$ cat src/rtl/stego_crypt_engine_pkg.sv
// rtl/stego_crypt_engine_pkg.sv - shared types and helpers for the stego crypt engine
package stego_crypt_engine_pkg;

  typedef enum logic [1:0] {
    IDLE  = 2'd0,
    RUN   = 2'd1,
    DRAIN = 2'd2,
    DONE  = 2'd3
  } state_t;

  localparam logic MODE_EMBED   = 1'b0;
  localparam logic MODE_EXTRACT = 1'b1;

  function automatic bit legal_embed_w(input int w);
    return (w == 1) || (w == 2) || (w == 4);
  endfunction

endpackage

$ cat src/rtl/stego_crypt_engine_key_ram.sv
// rtl/stego_crypt_engine_key_ram.sv - nibble-wide key store, one write port, async read
module key_ram #(
  parameter int AW = 8
) (
  input  logic          clk,
  input  logic          wr_en,
  input  logic [AW-1:0] wr_addr,
  input  logic [3:0]    wr_data,
  input  logic [AW-1:0] rd_addr,
  output logic [3:0]    rd_data
);

  // No reset: key contents survive an engine reset.
  logic [3:0] mem [2**AW];

  always_ff @(posedge clk) begin
    if (wr_en) mem[wr_addr] <= wr_data;
  end

  assign rd_data = mem[rd_addr];

endmodule

$ cat src/rtl/stego_crypt_engine.sv
// rtl/stego_crypt_engine.sv - LSB steganography embed/extract with XOR key stream
module stego_crypt_engine
  import stego_crypt_engine_pkg::*;
#(
  parameter int EMBED_W = 1,
  parameter int KEY_AW  = 8,
  parameter int LEN_W   = 16
) (
  input  logic              clk,
  input  logic              reset,
  input  logic              cfg_start,
  input  logic              cfg_mode,
  input  logic [LEN_W-1:0]  cfg_msg_nibbles,
  input  logic [KEY_AW:0]   cfg_key_len,
  input  logic              key_wr_en,
  input  logic [KEY_AW-1:0] key_wr_addr,
  input  logic [3:0]        key_wr_data,
  input  logic              pix_in_valid,
  output logic              pix_in_ready,
  input  logic [7:0]        pix_in_data,
  input  logic              pix_in_last,
  input  logic              txt_in_valid,
  output logic              txt_in_ready,
  input  logic [3:0]        txt_in_data,
  output logic              pix_out_valid,
  input  logic              pix_out_ready,
  output logic [7:0]        pix_out_data,
  output logic              pix_out_last,
  output logic              txt_out_valid,
  input  logic              txt_out_ready,
  output logic [3:0]        txt_out_data,
  output logic              busy,
  output logic              done,
  output logic              msg_trunc
);

  if (!legal_embed_w(EMBED_W)) begin : g_bad_embed_w
    $error("EMBED_W must be 1, 2 or 4");
  end

  localparam int         SLICES     = 4 / EMBED_W;
  localparam logic [1:0] LAST_SLICE = 2'(SLICES - 1);
  localparam logic [7:0] MASK       = 8'((1 << EMBED_W) - 1);

  state_t              state, state_nx;
  logic                mode;
  logic [LEN_W-1:0]    msg_len, nib_cnt;
  logic [KEY_AW:0]     key_len, kidx_inc;
  logic [KEY_AW-1:0]   kidx;
  logic [1:0]          slice;
  logic [3:0]          enc_reg, acc, acc_nx, enc_now, key_rd, key_nib, shamt;
  logic [7:0]          pix_mod;
  logic                active, last_slice, base_ok, pix_acc, nib_done, trunc_now;

  key_ram #(.AW(KEY_AW)) u_key_ram (
    .clk     (clk),
    .wr_en   (key_wr_en && (state == IDLE)),
    .wr_addr (key_wr_addr),
    .wr_data (key_wr_data),
    .rd_addr (kidx),
    .rd_data (key_rd)
  );

  always_comb begin
    state_nx     = state;
    pix_in_ready = 1'b0;
    txt_in_ready = 1'b0;
    key_nib      = (key_len == '0) ? 4'h0 : key_rd;
    active       = nib_cnt < msg_len;
    last_slice   = slice == LAST_SLICE;
    base_ok      = (state == RUN) && (!pix_out_valid || pix_out_ready);
    // Embed couples the first slice of each nibble to a text transfer.
    if (base_ok) begin
      if (mode == MODE_EMBED && active && slice == 2'd0) begin
        pix_in_ready = txt_in_valid;
        txt_in_ready = pix_in_valid;
      end else if (mode == MODE_EXTRACT && active && last_slice && txt_out_valid && !txt_out_ready) begin
        pix_in_ready = 1'b0;
      end else begin
        pix_in_ready = 1'b1;
      end
    end
    pix_acc   = pix_in_valid && pix_in_ready;
    shamt     = 4'(slice * EMBED_W);
    enc_now   = (slice == 2'd0) ? (txt_in_data ^ key_nib) : enc_reg;
    pix_mod   = (pix_in_data & ~MASK) | ({4'h0, enc_now >> shamt} & MASK);
    acc_nx    = acc | 4'((pix_in_data & MASK) << shamt);
    nib_done  = pix_acc && active && last_slice;
    trunc_now = pix_acc && pix_in_last && active && !(nib_done && (nib_cnt + 1'b1) == msg_len);
    kidx_inc  = {1'b0, kidx} + 1'b1;
    case (state)
      IDLE:    if (cfg_start) state_nx = RUN;
      RUN:     if (pix_acc && pix_in_last) state_nx = DRAIN;
      DRAIN:   if (!pix_out_valid && !txt_out_valid) state_nx = DONE;
      DONE:    state_nx = IDLE;
      default: state_nx = IDLE;
    endcase
  end

  assign busy = state != IDLE;
  assign done = state == DONE;

  always_ff @(posedge clk or posedge reset) begin
    if (reset) begin
      state         <= IDLE;
      mode          <= MODE_EMBED;
      msg_len       <= '0;
      key_len       <= '0;
      nib_cnt       <= '0;
      kidx          <= '0;
      slice         <= '0;
      enc_reg       <= '0;
      acc           <= '0;
      pix_out_valid <= 1'b0;
      pix_out_data  <= '0;
      pix_out_last  <= 1'b0;
      txt_out_valid <= 1'b0;
      txt_out_data  <= '0;
      msg_trunc     <= 1'b0;
    end else begin
      state <= state_nx;
      if (pix_out_valid && pix_out_ready) pix_out_valid <= 1'b0;
      if (txt_out_valid && txt_out_ready) txt_out_valid <= 1'b0;
      if (state == IDLE && cfg_start) begin
        mode      <= cfg_mode;
        msg_len   <= cfg_msg_nibbles;
        key_len   <= cfg_key_len;
        nib_cnt   <= '0;
        kidx      <= '0;
        slice     <= '0;
        acc       <= '0;
        msg_trunc <= 1'b0;
      end
      if (pix_acc) begin
        pix_out_valid <= 1'b1;
        pix_out_last  <= pix_in_last;
        pix_out_data  <= (mode == MODE_EMBED && active) ? pix_mod : pix_in_data;
        if (active && slice == 2'd0) enc_reg <= enc_now;
        if (nib_done) begin
          slice   <= '0;
          acc     <= '0;
          nib_cnt <= nib_cnt + 1'b1;
          kidx    <= (kidx_inc >= key_len) ? '0 : kidx_inc[KEY_AW-1:0];
          if (mode == MODE_EXTRACT) begin
            txt_out_valid <= 1'b1;
            txt_out_data  <= acc_nx ^ key_nib;
          end
        end else if (active) begin
          slice <= slice + 1'b1;
          acc   <= acc_nx;
        end
        // A frame end drops any partially assembled nibble.
        if (pix_in_last) begin
          slice <= '0;
          acc   <= '0;
        end
        if (trunc_now) msg_trunc <= 1'b1;
      end
    end
  end

endmodule

$ cat config.mk
export PLATFORM = sky130hd
export DESIGN_NAME = stego_crypt_engine
export DESIGN_NICKNAME = d
export VERILOG_FILES = /design/src/rtl/stego_crypt_engine_pkg.sv /design/src/rtl/stego_crypt_engine_key_ram.sv /design/src/rtl/stego_crypt_engine.sv
export SDC_FILE = /design/constraint.sdc
export NUM_CORES = 1
export LEC_CHECK = 0
export BUFFER_PORTS_ARGS = -buffer_cell sky130_fd_sc_hd__buf_2
export CORE_MARGIN = 4
export CORE_UTILIZATION = 30
export DETAILED_ROUTE_END_ITERATION = 12
export PLACE_DENSITY = 0.47
export SETUP_SLACK_MARGIN = 0.3
export SKIP_LAST_GASP = 1
export SYNTH_ARGS = -nofsm -noshare
export SYNTH_HDL_FRONTEND = slang
export SYNTH_HIERARCHICAL = 1
export SYNTH_SLANG_ARGS = --single-unit
$ cat constraint.sdc
create_clock -name clk -period 3.61 [get_ports clk]
set_input_delay 0.361 -clock clk [delete_from_list [all_inputs] [get_ports clk]]
set_output_delay 0.361 -clock clk [all_outputs]
set_load 0.005 [all_outputs]
Word level (Yosys, flattened, before mapping)
Memories as Yosys holds them, arrays and structs flattened.
Index checks and enable logic that the tools add are counted.
- register bits: 78
- word-level logic and storage cells: 109
- memories: 1
- memory bits (writable): 1024
- reductions and logical operators: 33
- eq/ne operators: 8
- order comparisons: 2
- mux-type cells: 40
- bitwise logic cells: 5
- shifts and indexed selects: 2
- add/sub/neg operators: 3
- memory list (name ; words ; width ; rd ports ; clocked after Yosys merged registers in ; wr ports ; line ; RTL):
    u_key_ram.mem ; 256 ; 4 ; 1 ; 0 ; 1 ; stego_crypt_engine_key_ram.sv:14 ; logic [3:0] mem [2**AW];
- operator list (operator ; number):
    $mux W16 ; 3
    $mux W8 ; 5
    $mux W4 ; 7
    $logic_and A1 B1 Y1 ; 20
    $add A16 B1 Y16 const B ; 1
    $eq A16 B16 Y1 ; 1
    $lt A16 B16 Y1 ; 1
    $mux W1 ; 16
    $mux W2 ; 8
    $add A8 B1 Y9 const B ; 1
    $ge A9 B9 Y1 ; 1
    $logic_not A9 Y1 ; 1
    $or A8 B1 Y8 ; 1
    $pmux W2 S4 ; 1
    $xor A4 B4 Y4 ; 2
    $eq A2 B2 Y1 const B ; 3
    $reduce_and A3 Y1 ; 2
    $logic_not A1 Y1 ; 4
    $logic_not A2 Y1 ; 2
    $ne A2 B2 Y1 const B ; 2
    $or A4 B4 Y4 ; 1
    $reduce_bool A2 Y1 ; 2
    $shl A1 B2 Y4 ; 1
    $shr A4 B2 Y1 ; 1
    6 further kinds ; 6

Depth between registers and ports, before layout
- depth in word-level cells: 16
- gate-level depth with buffers: 18
- gate-level depth less buffers: 13

Cells and area by module
Netlist, hierarchy kept.
- modules (own cells, without submodules) (module ; cells each ; area an instance (um^2) ; sequential area each (um^2) ; instances):
    key_ram ; 2047 ; 40595.2 ; 30749.5 ; 1
    stego_crypt_engine ; 543 ; 4937.2 ; 1951.9 ; 1

Worst setup path after synthesis
OpenSTA, ideal clock, no wires.
- path type: register to register
- start: reg kidx[0]
- end: reg pix_out_data[0]
- arrival: 3.365 ns
- slack: 0.163 ns
- stages on the path, launching flop included: 17
- cell sequence: dfrtp_1 -> buf_6 -> buf_6 -> buf_6 -> buf_4 -> buf_4 -> mux4_2 -> o22ai_1 -> a21oi_1 -> o211ai_1 -> o211ai_1 -> nor4bb_1 -> nor3_1 -> o311ai_0 -> a21oi_1 -> or4_1 -> a31oi_1
- cells in the longest elaborated chain, start to end: 7
- RTL lines (item ; line ; RTL):
    from (decl) ; stego_crypt_engine.sv:49 ; logic [KEY_AW-1:0] kidx;
    from (signal assigned) ; stego_crypt_engine.sv:143 ; kidx <= (kidx_inc >= key_len) ? '0 : kidx_inc[KEY_AW-1:0];
    $mem_v2 Z256 W4 ; - ;
    named net key_rd[0] ; stego_crypt_engine.sv:51 ; logic [3:0] enc_reg, acc, acc_nx, enc_now, key_rd, key_nib, shamt;
    $mux W4 ; stego_crypt_engine.sv:68 ; key_nib = (key_len == '0) ? 4'h0 : key_rd;
    $xor A4 B4 Y4 ; stego_crypt_engine.sv:85 ; enc_now = (slice == 2'd0) ? (txt_in_data ^ key_nib) : enc_reg;
    $mux W4 ; stego_crypt_engine.sv:85 ;
    $shr A4 B2 Y1 ; stego_crypt_engine.sv:86 ; pix_mod = (pix_in_data & ~MASK) | ({4'h0, enc_now >> shamt} & MASK);
    $or A8 B1 Y8 ; stego_crypt_engine.sv:86 ;
    $mux W8 ; stego_crypt_engine.sv:137 ; pix_out_data <= (mode == MODE_EMBED && active) ? pix_mod : pix_in_data;
    to (signal assigned) ; stego_crypt_engine.sv:137 ;
    to (decl) ; stego_crypt_engine.sv:27 ; output logic [7:0] pix_out_data,
The timed path passes the listed nets, and every way through them passes these cells.
A chain may end at the register's enable or synchronous reset.

Worst setup path in the final report
Ends and elaborated chain as after synthesis.

==> results <==
- Yosys mapped the design onto 78 distinct sky130hd cell types.
- Setup repair after global routing could not meet its margin everywhere.
- For this configuration, the core starts out at a cell density of 0.303.
- The die area is approximately 160000 µm².
- The flip-flop count of the largest register after layout is a little over 1000.
- The tightest slew margin relative to the limit is 0.417.
- For the worst setup path, the data arrival time is around 4.7 ns.
- The number of filler instances in the final layout is around 14000.
- Of all flip-flops after synthesis, the portion carrying an async set or reset was 0.0708.
- The sequential cell area fraction in the yosys report is 0.718.
- The minimum hold slack is slightly below 0.08 ns.
- For this run, the post-layout net count is 3055.
- The die is a little under 400 µm tall.
- The initialized floorplan defines between 100 and 150 standard-cell rows.
- Summed over all cells, the static leakage comes to approximately 17 nW.
- The tree is rooted in a sky130_fd_sc_hd__clkbuf_16.
- After global routing the overflow that remains totals 0.
- The category of the most critical setup path is flip-flop to flip-flop.
- The share of the clock period used by the worst path is 1.11.
- The worst path setup slack after routing is -0.400 ns.
- Counting buffers and inverters, the worst setup path is 15 cells deep.
- The residual DRC count is 0.
- The final number of max-transition violations was 0.
- The maximum net fanout on the critical path is 6.
- Synthesis handed over a netlist of roughly 2600 instances.
- The number of synthesis warnings is 6.
- The standard cell core area is around 150000 µm².
- The total power divided by cell area is around 520 nW/µm².
- The worst hold path belongs to the class input port to flip-flop.
- The final weighted congestion in routability-driven placement is roughly 0.83.
- The detailed router's first-iteration violation count is ~2400.
- The sum of negative setup slack is -0.400 ns.
- In this run, CTS created clock tree buffers numbering 118.
- For this run, the total global-route usage over all layers was measured as 0.155.
- Setup violations remaining at the end of the flow were counted as 1.
- Entering global routing, the biggest net connects roughly 110 pins.
- The final number of hold-violating endpoints is 0.
- 79 I/O pins were placed.
- The cell type of the slowest stage on the worst timing path is sky130_fd_sc_hd__dfrtp_4.
- Counting flops and latches in the post-synthesis netlist gives 1102.
- The largest voltage drop on the vdd net is between 400 and 500 µV.
- The insertion delay of the later-clocked pin in the worst-skew pair is ~0.72 ns.
- In the synthesized netlist the dominant register cell turns out to be sky130_fd_sc_hd__edfxtp_1.
- The global-route wire length before repair is between 150000 and 200000 µm.
- Once detailed placement completed, the half-perimeter wirelength came to 81500 µm.
- The register with the most flip-flops is u_key_ram/mem.
- In this run the tool buffered the top-level ports with slightly below 80 buffer cells.
- On the final layout, the worst clock skew is between 0.02 and 0.03 ns.
- TritonCTS built the clock tree.
- STA classifies the critical path startpoint as a flip-flop.
- Counting I/O delays and the setup requirement, the final critical path takes around 4 ns.
- The cell with the most instances on the worst path is sky130_fd_sc_hd__mux4_2.
- The clock-pin slew on the worst setup and hold paths is about 0.070 ns.
- In the final layout, the share of cells above drive strength 1 is 0.286.
- Using the TritonRoute via totals, the vias-per-cell ratio works out to ~5.
- The net count of the mapped netlist is approximately 2700.
- The critical path data required time is around 4.3 ns.
- The via count of the first global-routing pass is 26500.
- For the pin with the worst max-slew slack, the measured transition is between 0.8 and 0.9 ns.
- The clock tree synthesis step divided the H-tree into 3 levels.
- In the final layout, the registers with the most flip-flops are u_key_ram/mem (1024), msg_len (16), nib_cnt (16).
- The signal on the critical path passes through buf_12 -> buf_16 -> buf_6 -> mux4_2 -> mux4_2 -> nor2b_4 -> nor3_4 -> buf_4 -> o211ai_1 -> nor3b_1 -> nor3_1 -> o311ai_1 -> a21oi_1 -> or4_1 -> a31oi_1.
- On the worst path, the slowest cell contributes a delay of 0.56 ns.
- The total via count after detailed routing is roughly 26000.
- The number of maximum-capacitance violations is 0.
- The residual antenna-violating net count after detailed routing is 0.
- The checks that failed: setup timing.
- Dividing the detail-routed wire length by the instance count gives about 25 µm.
- The post-synth design cell area is about 46000 µm².
- The area growth from synthesis to final layout is 20.6%.
- The number of detailed-routing iterations run before antenna repair is 5.
- Wires add up to about 130000 µm.
- The flow ran to the end, but the final reports show violations.
- The worst register-to-register path has a depth of 15.
- The endpoint class of the critical path is a flip-flop.
- The power after layout is roughly 29 mW.
- No sink is reached through more buffers than the 3 on the longest clock path.
- In this design, the largest share of critical-path delay is due to simple AND/OR/NAND/NOR gates.
- Derived from the worst setup path, the maximum achievable clock frequency is roughly 0.25 GHz.
- The buffers plus inverters on the worst setup path is 4.
- Yosys mapped a number of flops with a built-in enable equal to ~1000.
- A synthesized cell averages around 18 µm².
- The number of clock sinks is 1102.
- Along the worst hold path, the cell count comes to 1.
- At the placement stage, the worst setup path has a slack of -0.857 ns.
- Measured along the x axis, the die boundary spans between 300 and 400 µm.
- The initial antenna violation count is 8.
## path summary, 6_finish.rpt
kind                                        startpoint                        endpoint  slack (ns)
hold / removal                          key_wr_data[0]  u_key_ram/mem[49][0]$_DFFE_PP_        0.08
setup reg to reg                     kidx[0]$_DFF_PP0_     pix_out_data[0]$_DFFE_PP0N_       -0.40
hold reg to reg            pix_out_data[4]$_DFFE_PP0N_     pix_out_data[4]$_DFFE_PP0N_        0.51
max in group asynchronous                        reset         msg_len[14]$_DFFE_PP0P_        2.32
min in group asynchronous                        reset     pix_out_data[4]$_DFFE_PP0N_        0.33
setup / recovery                     kidx[0]$_DFF_PP0_     pix_out_data[0]$_DFFE_PP0N_       -0.40
## metal layers
metal | global-route usage | part of all wire | vias to the layer above
li1 | - | - | 11100
met1 | 0.216 | 0.44 | 13500
met2 | 0.255 | 0.48 | 769
met3 | 0.0271 | 0.055 | 183
met4 | 0.0344 | 0.023 | 0
met5 | 0 | 0 | -
## worst register-to-register path, cell delays in order, from the launching register on
cell                       delay (ns)
sky130_fd_sc_hd__dfrtp_4         0.56
sky130_fd_sc_hd__buf_12          0.17
sky130_fd_sc_hd__buf_16          0.15
sky130_fd_sc_hd__buf_6           0.13
sky130_fd_sc_hd__mux4_2          0.42
sky130_fd_sc_hd__mux4_2          0.51
sky130_fd_sc_hd__nor2b_4         0.15
sky130_fd_sc_hd__nor3_4          0.31
sky130_fd_sc_hd__buf_4           0.17
sky130_fd_sc_hd__o211ai_1        0.20
sky130_fd_sc_hd__nor3b_1         0.28
sky130_fd_sc_hd__nor3_1          0.10
sky130_fd_sc_hd__o311ai_1        0.08
sky130_fd_sc_hd__a21oi_1         0.07
sky130_fd_sc_hd__or4_1           0.47
sky130_fd_sc_hd__a31oi_1         0.17
## synthesized netlist by cell type, types with 8 or more instances
| library cell | instances | area [µm²] |
|---|---|---|
| sky130_fd_sc_hd__nor4_1 | 8 | 50.1 |
| sky130_fd_sc_hd__dfrtp_1 | 78 | 1950 |
| sky130_fd_sc_hd__nand3_1 | 58 | 290 |
| sky130_fd_sc_hd__nor3_1 | 28 | 140 |
| sky130_fd_sc_hd__or3_1 | 9 | 56.3 |
| sky130_fd_sc_hd__buf_6 | 19 | 214 |
| sky130_fd_sc_hd__o22ai_1 | 13 | 81.3 |
| sky130_fd_sc_hd__a31oi_1 | 16 | 100 |
| sky130_fd_sc_hd__nand2_1 | 118 | 443 |
| sky130_fd_sc_hd__xor2_1 | 11 | 96.3 |
| sky130_fd_sc_hd__o221ai_1 | 9 | 78.8 |
| sky130_fd_sc_hd__mux4_2 | 250 | 5630 |
| sky130_fd_sc_hd__a221oi_1 | 8 | 70.1 |
| sky130_fd_sc_hd__edfxtp_1 | 1024 | 30700 |
| sky130_fd_sc_hd__a21oi_1 | 32 | 160 |
| sky130_fd_sc_hd__a211oi_1 | 9 | 67.6 |
| sky130_fd_sc_hd__buf_1 | 11 | 41.3 |
| sky130_fd_sc_hd__ha_1 | 34 | 425 |
| sky130_fd_sc_hd__and2_1 | 8 | 50.1 |
| sky130_fd_sc_hd__nand2b_1 | 18 | 113 |
| sky130_fd_sc_hd__o211ai_1 | 14 | 105 |
| sky130_fd_sc_hd__nor2_1 | 296 | 1110 |
| sky130_fd_sc_hd__xnor2_1 | 18 | 158 |
| sky130_fd_sc_hd__nand4_1 | 20 | 125 |
| sky130_fd_sc_hd__buf_4 | 13 | 97.6 |
| sky130_fd_sc_hd__mux2_2 | 23 | 259 |
| sky130_fd_sc_hd__a2111oi_0 | 10 | 87.6 |
| sky130_fd_sc_hd__nor2b_1 | 28 | 175 |
| sky130_fd_sc_hd__a22oi_1 | 33 | 248 |
| sky130_fd_sc_hd__buf_2 | 29 | 145 |
| sky130_fd_sc_hd__clkbuf_1 | 73 | 274 |
| sky130_fd_sc_hd__inv_1 | 45 | 169 |
| sky130_fd_sc_hd__o21ai_0 | 74 | 370 |
| sky130_fd_sc_hd__mux2i_1 | 72 | 721 |
## layout by cell type, fill, tap and decap left out, drive strengths merged, types with 8 or more instances in the layout
cell type    instances
xor2                11
dfrtp               78
edfxtp            1024
clkinvlp             8
o221ai               9
bufinv              12
mux2                25
inv                 48
buf                355
o22ai               13
nor4                 8
a211oi               9
nor3                30
nand2b              18
o211ai              14
mux2i               72
a31oi               17
nor2               298
or3                  9
nand4               20
nand2              121
nor2b               28
mux4               250
a2111oi             11
and2                10
o21ai               80
a221oi               8
a22oi               33
clkinv              49
dlygate4sd3         39
a21oi               33
xnor2               18
nand3               59
clkbuf             150
ha                  34
## repair_timing
item | in CTS | in global routing
hold buffers | 39 | 0
gates resized for setup | 42 | 62
endpoints found under the setup margin | 11 | 20
pin swaps | 11 | 27
setup buffers | 16 | 27
endpoints found under the hold margin | 83 | 0
cloned | 2 | 3
## logic make-up (layout without fill, tap and decap cells)
family | after synthesis | in the layout | synth area share
DFF | 1102 | 1102 | 0.718
and+or+nand+nor | 627 | 627 | 0.0626
muxes | 347 | 347 | 0.146
AOI/OAI and AO/OA | 259 | 259 | 0.0376
buffers and inverters | 191 | 661 | 0.0207
adders and majority gates | 35 | 35 | 0.00956
xor gates and xnor gates | 29 | 29 | 0.00558
other | 0 | 3 | 0
## cell type report
| type | instances | area [µm²] | area share |
|---|---|---|---|
| antenna | 3 | 7.51 | 0.000137 |
| timing repair buffer | 397 | 3550 | 0.0647 |
| inverter | 46 | 174 | 0.00317 |
| clock buffer | 147 | 3110 | 0.0567 |
| clock inverter | 71 | 691 | 0.0126 |
| tap | 2016 | 2520 | 0.0459 |
| sequential | 1102 | 32700 | 0.596 |
| multi-input combinational | 1297 | 12100 | 0.221 |
## metrics by stage
| stage | instance area (µm²) | instances | util |
|---|---|---|---|
| global placement | 49800 | 4771 | 0.332 |
| global route | 54900 | 5076 | 0.365 |
| detailed placement | 49800 | 4771 | 0.332 |
| CTS | 54300 | 5046 | 0.362 |
| finish | 54900 | 5079 | 0.365 |
| floorplan | 45600 | 2590 | - |
## power breakdown
group | internal [mW] | total, mW | switching (mW)
logic | 0.943 | 2.25 | 1.30
clock network | 6.94 | 11.9 | 4.95
registers | 14.2 | 14.5 | 0.227
total | 22.1 | 28.6 | 6.48
(Power assumes the default switching activity.)
